### src/rtl/flatten_buffer.sv
// Collects a frame of convolution samples into a registered flat array and holds it for the
// fully-connected stage. Optional `FLATTEN_BUFFER_RELU_EN stores negative samples as zero.
module flatten_buffer #(
  parameter int FLATTENED_LENGTH       = 50,
  parameter int CONVOLUTION_DATA_WIDTH = 8
) (
  input  logic                                  clk,
  input  logic                                  reset_n,
  input  logic                                  conv_valid,
  input  logic [CONVOLUTION_DATA_WIDTH-1:0]     conv_data,
  output logic                                  conv_ready,
  input  logic                                  frame_clear,
  output logic [CONVOLUTION_DATA_WIDTH-1:0]     flattened_outfmap [FLATTENED_LENGTH],
  output logic                                  fullyconnect_start,
  input  logic                                  fc_ack,
  output logic [$clog2(FLATTENED_LENGTH+1)-1:0] fill_count,
  output logic                                  fsm_state
);

  localparam int CW = $clog2(FLATTENED_LENGTH + 1);
  localparam logic [CW-1:0] LAST_IDX = CW'(FLATTENED_LENGTH - 1);

  typedef enum logic {FILL = 1'b0, HOLD = 1'b1} state_t;

  state_t                            state, state_next;
  logic [CW-1:0]                     count_next;
  logic                              wr_en;
  logic [CONVOLUTION_DATA_WIDTH-1:0] store_data;

`ifdef FLATTEN_BUFFER_RELU_EN
  assign store_data = conv_data[CONVOLUTION_DATA_WIDTH-1] ? '0 : conv_data;
`else
  assign store_data = conv_data;
`endif

  // Handshake: a sample transfers on a rising edge where conv_valid && conv_ready are both
  // high and frame_clear is low; conv_ready depends only on state, never on conv_valid.
  assign conv_ready = (state == FILL);
  assign fsm_state  = logic'(state);

  always_comb begin
    state_next = state;
    count_next = fill_count;
    wr_en      = 1'b0;
    if (frame_clear) begin
      state_next = FILL;
      count_next = '0;
    end else begin
      case (state)
        FILL: begin
          if (conv_valid) begin
            wr_en      = 1'b1;
            count_next = fill_count + 1'b1;
            if (fill_count == LAST_IDX) state_next = HOLD;
          end
        end
        HOLD: begin
          if (fc_ack) begin
            state_next = FILL;
            count_next = '0;
          end
        end
        default: begin
          state_next = FILL;
          count_next = '0;
        end
      endcase
    end
  end

  // Start is a separate flop loaded from the next state so it tracks HOLD exactly.
  always_ff @(posedge clk or negedge reset_n) begin
    if (!reset_n) begin
      state              <= FILL;
      fill_count         <= '0;
      fullyconnect_start <= 1'b0;
      for (int i = 0; i < FLATTENED_LENGTH; i++) flattened_outfmap[i] <= '0;
    end else begin
      state              <= state_next;
      fill_count         <= count_next;
      fullyconnect_start <= (state_next == HOLD);
      if (wr_en) flattened_outfmap[fill_count] <= store_data;
    end
  end

endmodule

### config.mk
export PLATFORM = sky130hd
export DESIGN_NAME = flatten_buffer
export DESIGN_NICKNAME = d
export VERILOG_FILES = /design/src/rtl/flatten_buffer.sv
export SDC_FILE = /design/constraint.sdc
export NUM_CORES = 1
export LEC_CHECK = 0
export ABC_AREA = 1
export CORE_UTILIZATION = 35
export CTS_BUF_LIST = sky130_fd_sc_hd__clkbuf_4 sky130_fd_sc_hd__clkbuf_8
export CTS_CLUSTER_SIZE = 30
export DETAILED_ROUTE_END_ITERATION = 10
export PLACE_DENSITY_LB_ADDON = 0.1
export SYNTH_ARGS = -nofsm -noshare
export SYNTH_HDL_FRONTEND = slang
export SYNTH_SLANG_ARGS = --single-unit
### constraint.sdc
create_clock -name clk -period 2.7 [get_ports clk]
set_input_delay 0.27 -clock clk [delete_from_list [all_inputs] [get_ports clk]]
set_output_delay 0.27 -clock clk [all_outputs]
set_load 0.01 [all_outputs]
==> flow_summary.ini <==
[critical_path]
reg2reg_setup_slack_ps = 490
max_stage_delay_ps = 530
cp_cell_sequence = inv_1, nor2_1, inv_1, nor2_1, buf_4, nand2_1, nand2_1, o21ai_0
cp.required_ps = 3180
crit_slowest_cell = dfrtp_1
cp-start-kind = flip-flop
reg2reg_to = flattened_outfmap[213]$_DFFE_PN0P_
arrival_ps = 2680
setup.worst_path.end_class = flip-flop
r2r-start = fill_count[0]$_DFFE_PN0P_
cp_top_family = simple AND/OR/NAND/NOR gates
critPathLaunch = fill_count[0]$_DFFE_PN0P_
crit_type = flip-flop to flip-flop
critPathMaxFanout = 16
critical_path_buf_inv_count = 3
reg2reg_depth = 8

[sta]
min_period_ps = 2210
finalSetupTns_ps = 0
clock_skew_ps = 16.6
period_share = 0.817
slew_headroom = 0.571
worstMarginPinSlew_ps = 644
setup_viol = 0
hold_slack_ps = 240
slew_violations = 0
hold_viol_final = 0
max_freq_mhz = 453
rsz0062_at_grt = no

[clock_tree]
cts_buffers = 71
clock-sinks = 407
clk_pin_slew_ps = 60
cts_max_path_buffers = 3
htreeDepth = 3
post-cts-setup-buffers = 0
ctsRootBufferMaster = clkbuf_8
clock_latency_ps = 610
cts_tree = yes

[cells_and_area]
instances_no_fill = 2535
multi_input_area_um2 = 4120
synthToLayoutAreaGrowth_pct = 43.7
utilization = 0.509
drive_gt1_frac = 0.102
final-seq-area_um2 = 10200
final_nets = 1965
n_fill_cell = 3889

[synth]
synth-seq-cells = 407
synth_fp_nets = 1486
yosysTopAreaCellShare = 0.685
yosys_warnings = 0
syn_area_um2 = 14900
synth_top_cells_by_area = dfrtp_1 69%, nand2_1 13%, o21ai_0 12%
synth_cell_types = 21
synthCells = 1471
avgSynthCellArea_um2 = 10.1
yosysTopAreaCell = dfrtp_1
synth-seq-area-share = 0.685

[global_routing]
met3_usage = 0.0786
grt_pass1_vias = 12055
track_usage = 0.239
antenna_found_initial = 2
grt_use_met2 = 0.357
top_usage_layer = met2
grt_pass1_wl_um = 77300
grt_max_degree = 72
overflow = 0
use_met1 = 0.327

[min_path]
min_path_type = input pin to async pin

[placed_design]
routabilityCongestion = 0.832
placedCellCount = 2415
hpwl_um = 34300
port_buffers = 421

[power]
powerDensity_nw_per_um2 = 631
p_leak_uw = 0.00955
ir_drop_mv = 0.443
total_power_uw = 13500

[die]
die_h_um = 208
fp-row-count = 75
die_area_um2 = 43300
fp.coreArea_um2 = 41900
io_pins = 422
die_w_um = 208
initial_utilization = 0.354

[drt]
wirelength_um = 50900
wl_per_cell_um = 20.1
antenna_left = 0
viasPerCell = 4.76
drc = 0
num_vias = 12079
drtIter0Drc = 825
drt_pre_antenna_iters = 7

[flow_run]
cap_viol_max_count = 0

[status]
status = finished, final reports clean
==> power breakdown <==
part	total (uW)	internal, uW	switching [uW]
Sequential	6500	6350	152
Combinational	1300	575	720
Clock	5700	3250	2440
==> worst max-delay path by stage <==
stage                                                     to  slack, ps  cells after the start
after floorplan           flattened_outfmap[149]$_DFFE_PN0P_       1020                      8
after global placement     flattened_outfmap[88]$_DFFE_PN0P_        280                      7
after detailed placement  flattened_outfmap[158]$_DFFE_PN0P_        240                      6
after CTS                 flattened_outfmap[328]$_DFFE_PN0P_        420                      5
after global routing      flattened_outfmap[210]$_DFFE_PN0P_        270                      7
final                     flattened_outfmap[213]$_DFFE_PN0P_        490                      8
==> placed cells by master (no fill, tap or decap), types with 3 or more instances in the layout <==
| cell type | instances |
|---|---|
| inv_2 | 10 |
| diode_2 | 3 |
| clkbuf_4 | 21 |
| nor2_1 | 15 |
| o21ai_1 | 16 |
| nor2_2 | 6 |
| nor3_4 | 3 |
| nor3_1 | 5 |
| nand2_1 | 510 |
| inv_1 | 31 |
| o21ai_0 | 365 |
| clkdlybuf4s50_1 | 420 |
| clkinvlp_4 | 4 |
| clkbuf_8 | 83 |
| dfrtp_1 | 407 |
| a21oi_1 | 3 |
| clkinv_2 | 6 |
| buf_12 | 7 |
| nand3_1 | 11 |
| buf_4 | 58 |
==> Yosys cell counts <==
master    count
nand2_1     510
dfrtp_1     407
o21ai_0     365
clkbuf_1     61
inv_1        39
o21ai_1      16
nor2_1       15
buf_6        12
nand3_1      11
buf_2         7
nor2_2        6
nor3_1        5
a21oi_1       3
nor3_4        3
ha_1          2
inv_2         2
nand2_2       2
nand4_1       2
buf_4         1
o211ai_1      1
o22ai_1       1
==> metal layers <==
layer  wire (um)  part of all wire
met5           0                 0
met4        1180             0.023
met3        4070             0.080
met2       22700              0.45
met1       22900              0.45
==> layout make-up <==
type	count	area share
diodes	3	0.000351
clock buffers	104	0.0608
clock inverters	12	0.00562
inverters	41	0.00720
multi-input cells	942	0.193
flip-flops and latches	407	0.477
well taps	539	0.0316
repair buffers	487	0.225
==> registers in the layout (all words and copies together) (netlist names) <==
name / cells
fsm_state: 1
fill_count: 6
flattened_outfmap: 400
==> metrics by stage <==
stage | worst slack [ps] | instance area [um^2]
floorplan | 1020 | 14900
global placement | 276 | 19900
detailed placement | 239 | 19900
CTS | 422 | 21400
global route | 274 | 21400
finish | 493 | 21400
==> logic make-up (layout without fill, tap and decap cells) <==
| group | after synthesis | count (layout) | synth area share |
|---|---|---|---|
| other | 0 | 3 | 0 |
| flip-flops | 407 | 407 | 0.685 |
| AO/OA/AOI/OAI | 386 | 386 | 0.130 |
| adder cells (fa/ha/maj) | 2 | 2 | 0.00168 |
| AND/OR/NAND/NOR | 554 | 554 | 0.145 |
| buffers and inverters | 122 | 644 | 0.0377 |
==> repair_timing <==
| action | CTS | global route |
|---|---|---|
| resized for setup | 0 | 0 |
| hold buffers | 1 | 0 |
| hold endpoints to repair | 56 | 0 |
| endpoints found under the setup margin | 0 | 0 |
No activity file was read; power rests on OpenSTA's default activity.
